--- src/rtl/div_seq_pkg.sv ---
// Shared types and constants for the sequential divider: FSM state encoding,
// stall request levels and the default operand width.
package div_seq_pkg;

  localparam int unsigned DIV_WIDTH = 32;

  // Stall request levels driven towards the pipeline stall controller.
  localparam logic STOP    = 1'b1;
  localparam logic NO_STOP = 1'b0;

  typedef enum logic [1:0] {
    DIV_IDLE = 2'b00,
    DIV_BUSY = 2'b01,
    DIV_ZERO = 2'b10,
    DIV_DONE = 2'b11
  } div_state_e;

endpackage

--- src/rtl/div_step.sv ---
// One radix-2 restoring division step: shift in the next dividend bit,
// trial-subtract the divisor magnitude, keep the difference if no borrow.
module div_step #(
  parameter int unsigned WIDTH = 32
) (
  input  logic [WIDTH-1:0] rem_i,
  input  logic [WIDTH-1:0] divisor_i,
  input  logic             dividend_bit_i,
  output logic [WIDTH-1:0] rem_o,
  output logic             quot_bit_o
);

  logic [WIDTH:0] trial;
  logic [WIDTH:0] diff;

  // rem_i < divisor_i always holds, so trial fits in WIDTH+1 bits and the
  // top bit of diff is a clean borrow flag.
  assign trial      = {rem_i, dividend_bit_i};
  assign diff       = trial - {1'b0, divisor_i};
  assign quot_bit_o = ~diff[WIDTH];
  assign rem_o      = quot_bit_o ? diff[WIDTH-1:0] : trial[WIDTH-1:0];

endmodule

--- src/rtl/div_seq.sv ---
// Multi-cycle DIV/DIVU unit for the EX stage: FSM, operand and sign registers,
// restoring iteration and sign fix-up. Optional feature macro: DIV_EARLY_OUT_EN.
module div_seq
  import div_seq_pkg::*;
#(
  parameter int unsigned WIDTH = DIV_WIDTH
) (
  input  logic               clk,
  input  logic               rst,
  input  logic               div_start_i,
  input  logic               signed_div_i,
  input  logic [WIDTH-1:0]   opdata1_i,
  input  logic [WIDTH-1:0]   opdata2_i,
  input  logic               flush_i,
  output logic [2*WIDTH-1:0] result_o,
  output logic               ready_o,
  output logic               stallreq_for_ex
);

  localparam int unsigned      CNT_W    = $clog2(WIDTH);
  localparam logic [CNT_W-1:0] LAST_CNT = CNT_W'(WIDTH - 1);

  div_state_e         state_q, state_d;
  logic [CNT_W-1:0]   cnt_q, cnt_d;
  logic [WIDTH-1:0]   dividend_q, dividend_d;
  logic [WIDTH-1:0]   divisor_q, divisor_d;
  logic [WIDTH-1:0]   rem_q, rem_d;
  logic [WIDTH-1:0]   quot_q, quot_d;
  logic               sign_a_q, sign_a_d;
  logic               neg_quot_q, neg_quot_d;
  logic [2*WIDTH-1:0] result_q, result_d;

  logic             sign_a, sign_b;
  logic [WIDTH-1:0] abs_a, abs_b;
  logic             early_out;
  logic [WIDTH-1:0] step_rem;
  logic             step_qbit;
  logic [WIDTH-1:0] quot_next;
  logic [WIDTH-1:0] quot_fix, rem_fix;

  assign sign_a = signed_div_i & opdata1_i[WIDTH-1];
  assign sign_b = signed_div_i & opdata2_i[WIDTH-1];
  assign abs_a  = sign_a ? -opdata1_i : opdata1_i;
  assign abs_b  = sign_b ? -opdata2_i : opdata2_i;

`ifdef DIV_EARLY_OUT_EN
  assign early_out = (abs_a < abs_b);
`else
  assign early_out = 1'b0;
`endif

  div_step #(.WIDTH(WIDTH)) u_step (
    .rem_i          (rem_q),
    .divisor_i      (divisor_q),
    .dividend_bit_i (dividend_q[WIDTH-1]),
    .rem_o          (step_rem),
    .quot_bit_o     (step_qbit)
  );

  // Final step result is fixed up directly so DONE can present it registered.
  assign quot_next = {quot_q[WIDTH-2:0], step_qbit};
  assign quot_fix  = neg_quot_q ? -quot_next : quot_next;
  assign rem_fix   = sign_a_q   ? -step_rem  : step_rem;

  always_comb begin
    // NOTE: every signal driven here gets a default first, so no path leaves
    // one unassigned and no latch can be inferred.
    state_d         = state_q;
    cnt_d           = cnt_q;
    dividend_d      = dividend_q;
    divisor_d       = divisor_q;
    rem_d           = rem_q;
    quot_d          = quot_q;
    sign_a_d        = sign_a_q;
    neg_quot_d      = neg_quot_q;
    result_d        = result_q;
    ready_o         = 1'b0;
    stallreq_for_ex = NO_STOP;

    if (flush_i) begin
      state_d = DIV_IDLE;
      cnt_d   = '0;
    end else begin
      unique case (state_q)
        DIV_IDLE: begin
          stallreq_for_ex = div_start_i ? STOP : NO_STOP;
          if (div_start_i) begin
            if (opdata2_i == '0) begin
              state_d  = DIV_ZERO;
              result_d = '0;
            end else if (early_out) begin
              state_d  = DIV_DONE;
              result_d = {opdata1_i, {WIDTH{1'b0}}};
            end else begin
              state_d    = DIV_BUSY;
              cnt_d      = '0;
              dividend_d = abs_a;
              divisor_d  = abs_b;
              rem_d      = '0;
              quot_d     = '0;
              sign_a_d   = sign_a;
              neg_quot_d = sign_a ^ sign_b;
            end
          end
        end
        DIV_BUSY: begin
          stallreq_for_ex = STOP;
          rem_d           = step_rem;
          quot_d          = quot_next;
          dividend_d      = {dividend_q[WIDTH-2:0], 1'b0};
          cnt_d           = cnt_q + 1'b1;
          if (cnt_q == LAST_CNT) begin
            state_d  = DIV_DONE;
            cnt_d    = '0;
            result_d = {rem_fix, quot_fix};
          end
        end
        DIV_ZERO: begin
          ready_o = 1'b1;
          state_d = DIV_IDLE;
        end
        DIV_DONE: begin
          ready_o = 1'b1;
          state_d = DIV_IDLE;
        end
        default: state_d = DIV_IDLE;
      endcase
    end
  end

  // NOTE: state is updated with non-blocking assignments only; the reset is
  // synchronous and clears every register, operand registers included.
  always_ff @(posedge clk) begin
    if (!rst) begin
      state_q    <= DIV_IDLE;
      cnt_q      <= '0;
      dividend_q <= '0;
      divisor_q  <= '0;
      rem_q      <= '0;
      quot_q     <= '0;
      sign_a_q   <= 1'b0;
      neg_quot_q <= 1'b0;
      result_q   <= '0;
    end else begin
      state_q    <= state_d;
      cnt_q      <= cnt_d;
      dividend_q <= dividend_d;
      divisor_q  <= divisor_d;
      rem_q      <= rem_d;
      quot_q     <= quot_d;
      sign_a_q   <= sign_a_d;
      neg_quot_q <= neg_quot_d;
      result_q   <= result_d;
    end
  end

  assign result_o = result_q;

endmodule

--- config.mk ---
export PLATFORM = sky130hd
export DESIGN_NAME = div_seq
export DESIGN_NICKNAME = d
export VERILOG_FILES = /design/src/rtl/div_seq_pkg.sv /design/src/rtl/div_step.sv /design/src/rtl/div_seq.sv
export SDC_FILE = /design/constraint.sdc
export NUM_CORES = 1
export LEC_CHECK = 0
export BUFFER_PORTS_ARGS = -buffer_cell sky130_fd_sc_hd__buf_2
export CORE_MARGIN = 1
export CORE_UTILIZATION = 30
export DETAILED_ROUTE_END_ITERATION = 12
export GPL_TIMING_DRIVEN = 0
export PLACE_DENSITY_LB_ADDON = 0.05
export SYNTH_ARGS = -nofsm -noshare
export SYNTH_HDL_FRONTEND = slang
export SYNTH_SLANG_ARGS = --single-unit
--- constraint.sdc ---
create_clock -name clk -period 7.9 [get_ports clk]
set_clock_uncertainty 0.15 [all_clocks]
set_input_delay 0 -clock clk [delete_from_list [all_inputs] [get_ports clk]]
set_output_delay 0 -clock clk [all_outputs]
set_load 0.01 [all_outputs]
## Word level (Yosys, flattened, before mapping)

Cells that the tools add are included.

- Register bits after elaboration: 200
- Input port bits: 69
- Output and inout port bits: 66
- Word-level logic and storage cells: 69

- Add/sub/neg operators: 6
- Equal/unequal tests: 8
- Multiplexer cells: 29
- Bitwise logic cells: 7
- Reductions and logical operators: 10

Operators with widths:

| cell | number |
|---|---|
| two-way mux 32 bit | 9 |
| two-way mux 64 bit | 3 |
| negation 32 bit | 4 |
| one-hot mux 32 bit (2 select lines) | 2 |
| one-hot mux 64 bit (2 select lines) | 1 |
| one-hot mux 31 bit (2 select lines) | 1 |
| subtractor 33 x 32 -> 33 bit | 1 |
| logical NOT 32 bit | 1 |
| two-way mux 5 bit | 3 |
| one-hot mux 5 bit (2 select lines) | 1 |
| inequality test 2 bit, second input constant | 4 |
| AND reduction 4 bit | 2 |
| two-way mux 2 bit | 3 |
| one-hot mux 2 bit (3 select lines) | 1 |
| adder 5 x 1 -> 5 bit, second input constant | 1 |
| == test 5 bit, second input constant | 1 |
| AND reduction 5 bit | 1 |
| == test 2 bit, second input constant | 2 |
| two-way mux 1 bit | 4 |
| inverter 1 bit | 4 |
| OR reduction 2 bit | 2 |
| AND reduction 3 bit | 1 |
| AND 1 bit | 2 |
| == test 2 x 1 -> 1 bit, second input constant | 1 |
| 5 further kinds | 5 |

## Logic depth before layout (Yosys ltp)

- Depth in word-level cells: 6
- Mapped depth: 26
- Gate-level depth less buffers: 24

## Modules after synthesis

From an unflattened synthesis, not the netlist that was laid out.

- Cells, all modules: 1520
- Area, all modules: 12630.9 um2

By module, submodules not included:

| module | times used | cells each | area an instance (um2) | seq. area each (um2) |
|---|---|---|---|---|
| div_seq | 1 | 1215 | 10272.4 | 4003.8 |
| div_step | 1 | 305 | 2358.5 | 0.0 |

## Least setup slack after synthesis

No wires, ideal clock.

- Path kind: register to register
- Start point: reg dividend_q[31]
- End point: reg result_q[62] (netlist: result_o[62])
- Setup time: 0.125 ns
- Arrival: 5.375 ns
- Required time: 7.625 ns
- Slack: 2.250 ns
- Stages on the path, launching flop included: 27
- Path through: dfxtp_1 inv_1 ha_1 inv_1 fa_1 a211oi_1 o21a_1 a2111o_1 a21oi_4 nor3_2 nor2_2 inv_1 clkbuf_1 buf_1 nor2_1 a21oi_1 ha_1 inv_1 or3b_2 nor3_1 nand2_1 a21oi_1 a41oi_1 or4_1 o41ai_2 xnor2_1 o21ai_1

- Longest elaborated chain between the ends: 6

Ends and longest elaborated chain:

| item | line | text |
|---|---|---|
| start, declared | div_seq.sv:25 | `logic [WIDTH-1:0] dividend_q, dividend_d;` |
| start signal, assigned | div_seq.sv:147 | `dividend_q <= dividend_d;` |
| subtractor 33 x 32 -> 33 bit | div_step.sv:19 | `assign diff = trial - {1'b0, divisor_i};` |
| two-way mux 32 bit (*) | div_step.sv:21 | `assign rem_o = quot_bit_o ? diff[WIDTH-1:0] : trial[WIDTH-1:0];` |
| negation 32 bit | div_seq.sv:63 | `assign rem_fix = sign_a_q ? -step_rem : step_rem;` |
| two-way mux 32 bit (*) | div_seq.sv:63 |  |
| two-way mux 64 bit (*) | div_seq.sv:112 | `if (cnt_q == LAST_CNT) begin` |
| one-hot mux 64 bit (2 select lines) (*) | div_seq.sv:84 | `unique case (state_q)` |
| end signal, assigned | div_seq.sv:153 | `result_q <= result_d;` |
| end, declared | div_seq.sv:31 | `logic [2*WIDTH-1:0] result_q, result_d;` |

Mark *: on every way between the ends. The rest lies on a longest branch, timed or not. The select of a mux whose other input is x is not followed.
A chain may end at the register's enable or synchronous reset.

## Worst setup path after layout

- Start point: reg dividend_q[31]
- End point: reg result_q[60] (netlist: result_o[60])

The elaborated chain is that of the path after synthesis.

==> impl_metrics.env <==
export IMPL_dpl_hpwl_microns=37200
export IMPL_fin_setup_tns_ns=0
export IMPL_setup_viol=0
export IMPL_outcome="completed"
export IMPL_slowest_stage="or4_1"
export IMPL_multi_input_area_sq_mm=0.00847
export IMPL_fmax_ghz=0.135
export IMPL_hold_viol=0
export IMPL_nFillCells=4607
export IMPL_async_flop_share_pct=0
export IMPL_synth_warnings=0
export IMPL_pwr_share_clk_pct=37.5
export IMPL_grt_max_degree=20
export IMPL_grt_pass1_vias=12664
export IMPL_synth_seq_cells=200
export IMPL_die_height_microns=211
export IMPL_die_area_sq_mm=0.0445
export IMPL_ys_seq_area_share_pct=30.6
export IMPL_wire_per_inst_microns=19.0
export IMPL_ant_nets=0
export IMPL_final_nets=2017
export IMPL_drv_slew=0
export IMPL_slowest_delay_ns=0.60
export IMPL_power_frac_comb_pct=20.7
export IMPL_rows=76
export IMPL_start_util_pct=30.4
export IMPL_relSlewSlack_pct=42.8
export IMPL_path_buf_inv=6
export IMPL_period_share_pct=94.1
export IMPL_clockBufferDepth=2
export IMPL_remaining_drc_errors=0
export IMPL_drive_above_1_share_pct=11.8
export IMPL_drt_pass1_iter_count=5
export IMPL_clk_insertion_delay_late_ns=0.47
export IMPL_synthMuxAreaShare_pct=1.50
export IMPL_crit_fanout=10
export IMPL_worstMarginPinSlew_ns=0.858
export IMPL_die_x_microns=211
export IMPL_via_per_inst=5.21
export IMPL_swShare_pct=31.3
export IMPL_cp_top_family="simple AND/OR/NAND/NOR gates"
export IMPL_overflow=0
export IMPL_synth_simple_area_share_pct=22.8
export IMPL_finalCriticalPeriod_ns=7.43
export IMPL_seqPwrFrac_pct=41.9
export IMPL_ys_flop_type="dfxtp_1"
export IMPL_synth_compound_area_share_pct=27.4
export IMPL_power_density_mw_per_mm2=156
export IMPL_worst_setup_path_start_kind="flop"
export IMPL_syn_instance_count=1666
export IMPL_register_area_sq_mm=0.00400
export IMPL_cpMostUsedCell="inv_1"
export IMPL_ir_drop_v=0.000110
export IMPL_critPathCaptureType="flop"
export IMPL_cts_tree="built"
export IMPL_synth_edf_count=0
export IMPL_synth_xor_area_share_pct=9.09
export IMPL_numClockSinks=200
export IMPL_core_sq_mm=0.0431
export IMPL_routabilityCongestion=0.866
export IMPL_grt_usage_pct=21.5
export IMPL_path_class="flop to flop"
export IMPL_synth_adder_area_share_pct=3.78
export IMPL_syn_area_per_cell_sq_um=7.87
export IMPL_synth_area_sq_mm=0.0131
export IMPL_htreeDepth=4
export IMPL_cts_buffers=17
export IMPL_rsz0062_at_grt="no"
export IMPL_p_int_mw=1.71
export IMPL_clkTransAtPathRegs_ns=0.09
export IMPL_routed_wl_microns=47500
export IMPL_min_path_type="primary input to flop"
export IMPL_drv_cap=0
export IMPL_switching_power_mw=0.781
export IMPL_drt_iter0_markers=824
export IMPL_grt_pass1_wl_microns=73600
export IMPL_synth_fp_nets=1774
export IMPL_synth_cell_types=83
export IMPL_postCtsSetupBuffers=0
export IMPL_clockRootBuffer="clkbuf_16"
export IMPL_cp_data_arrival_time_ns=7.63
export IMPL_boundaryPins=135
export IMPL_cp_required_ns=8.09
export IMPL_num_vias=13066
export IMPL_synth_top_family_by_area="compound AO/OA/AOI/OAI gates"
export IMPL_antenna_found_initial=0
export IMPL_power_leakage_nw=6.47
export IMPL_areaGrowthSynthToFinish_pct=22.3
export IMPL_port_buffers=134
export IMPL_power_mw=2.49
[cell type report]
cell class / instances / area share (%)
Clock inverter: 15 / 1.14
Antenna cell: 1 / 0.0156
Multi-Input combinational cell: 1302 / 52.8
Inverter: 58 / 1.36
Tap cell: 585 / 4.57
Timing Repair Buffer: 224 / 9.81
Sequential cell: 200 / 25.0
Clock buffer: 17 / 2.65
Buffer: 106 / 2.65
[sequential cells by signal, summed over array words and instances (netlist names)]
| register | count |
|---|---|
| rem_q | 32 |
| cnt_q | 5 |
| state_q | 2 |
| result_o | 64 |
| dividend_q | 32 |
| divisor_q | 32 |
| sign_a_q | 1 |
| quot_q | 31 |
| neg_quot_q | 1 |
[per-layer routing]
| layer | GRT usage (%) | part of all wire (%) |
|---|---|---|
| met2 | 34.0 | 45 |
| met4 | 6.35 | 1.9 |
| met3 | 2.56 | 3.6 |
| met1 | 30.4 | 50 |
| met5 | 0 | 0 |
[worst paths after layout]
| path | to | slack (ns) | from | depth (start not counted) |
|---|---|---|---|---|
| setup / recovery | result_o[60]$_SDFFE_PN0P_ | 0.47 | dividend_q[31]$_SDFFE_PN0P_ | 26 |
| hold / removal | dividend_q[25]$_SDFFE_PN0P_ | 0.03 | opdata1_i[25] | 5 |
| setup reg to reg | result_o[60]$_SDFFE_PN0P_ | 0.47 | dividend_q[31]$_SDFFE_PN0P_ | 26 |
| hold reg to reg | result_o[60]$_SDFFE_PN0P_ | 0.30 | result_o[60]$_SDFFE_PN0P_ | 2 |
[repair_timing]
action / CTS / global route
gates resized for setup: 0 / 2
endpoints found under the hold margin: 70 / 0
setup endpoints to repair: 0 / 5
hold buffers: 90 / 0
[cells in the mapped netlist, types with 12 or more instances]
master / instances / share of area (%)
buf_2: 17 / 0.65
o41ai_1: 17 / 1.1
o211a_1: 34 / 2.6
or4_1: 23 / 1.3
a211oi_1: 37 / 2.1
nand3_1: 25 / 0.95
nand2_1: 165 / 4.7
nor2b_1: 126 / 6.0
a21oi_1: 113 / 4.3
clkbuf_1: 84 / 2.4
nor4_1: 13 / 0.62
a21o_1: 12 / 0.69
o31ai_1: 30 / 1.7
inv_1: 58 / 1.7
mux2i_1: 14 / 1.1
xor2_1: 64 / 4.3
nor2_1: 121 / 3.5
dfxtp_1: 200 / 31
nor3_1: 36 / 1.4
o21ai_0: 102 / 3.9
a22oi_1: 74 / 4.2
ha_1: 38 / 3.6
and2_1: 22 / 1.1
xnor2_1: 72 / 4.8
[tightest hold or removal path: cells and delay by family]
kind | cells | cell delay (ns)
AOI/OAI and AO/OA | 2 | 0.30
xor gates and xnor gates | 1 | 0.11
buffers and inverters | 1 | 0.10
and+or+nand+nor | 1 | 0.09
[metrics by stage]
step	util [%]	cell area, sq um	hold WS [ns]	worst slack [ns]	instances
after CTS	37.2	16000	0.00674	0.0471	2507
after detailed placement	33.7	14500	0.168	0.0817	2385
after floorplan	-	13100	-0.104	2.25	1666
after global placement	33.7	14500	0.166	0.0596	2385
final	37.2	16000	0.0327	0.468	2508
after global routing	37.2	16000	0.0778	0.123	2507
[power by group through the flow]
stage,sequential [mW],combinational (mW),clock (mW)
3_5_place_dp,1.07,0.473,0
4_1_cts,1.04,0.514,0.966
2_1_floorplan,1.06,0.317,0
6_report,1.04,0.515,0.934
5_1_grt,1.05,0.570,0.999
3_3_place_gp,1.07,0.474,0
[cell usage in the layout, fill, tap and decap left out, types with 36 or more instances in the layout]
cell           Yosys  layout
xnor2_1           72      72
inv_1             58      58
dlygate4sd3_1      0      90
nor3_1            36      36
nand2_1          165     165
a21oi_1          113     113
dfxtp_1          200     200
buf_2             17     151
nor2b_1          126     126
a22oi_1           74      74
a211oi_1          37      37
o21ai_0          102     102
nor2_1           121     121
clkbuf_1          84      84
ha_1              38      38
xor2_1            64      64
[logic make-up after synthesis]
| kind of cell | count (synthesis) |
|---|---|
| AO/OA/AOI/OAI | 516 |
| XOR/XNOR | 136 |
| adder cells (fa/ha/maj) | 39 |
| buffers and inverters | 164 |
| flip-flops | 200 |
| multiplexers | 19 |
| AND/OR/NAND/NOR | 592 |
Power figures use the tool's default switching activity.
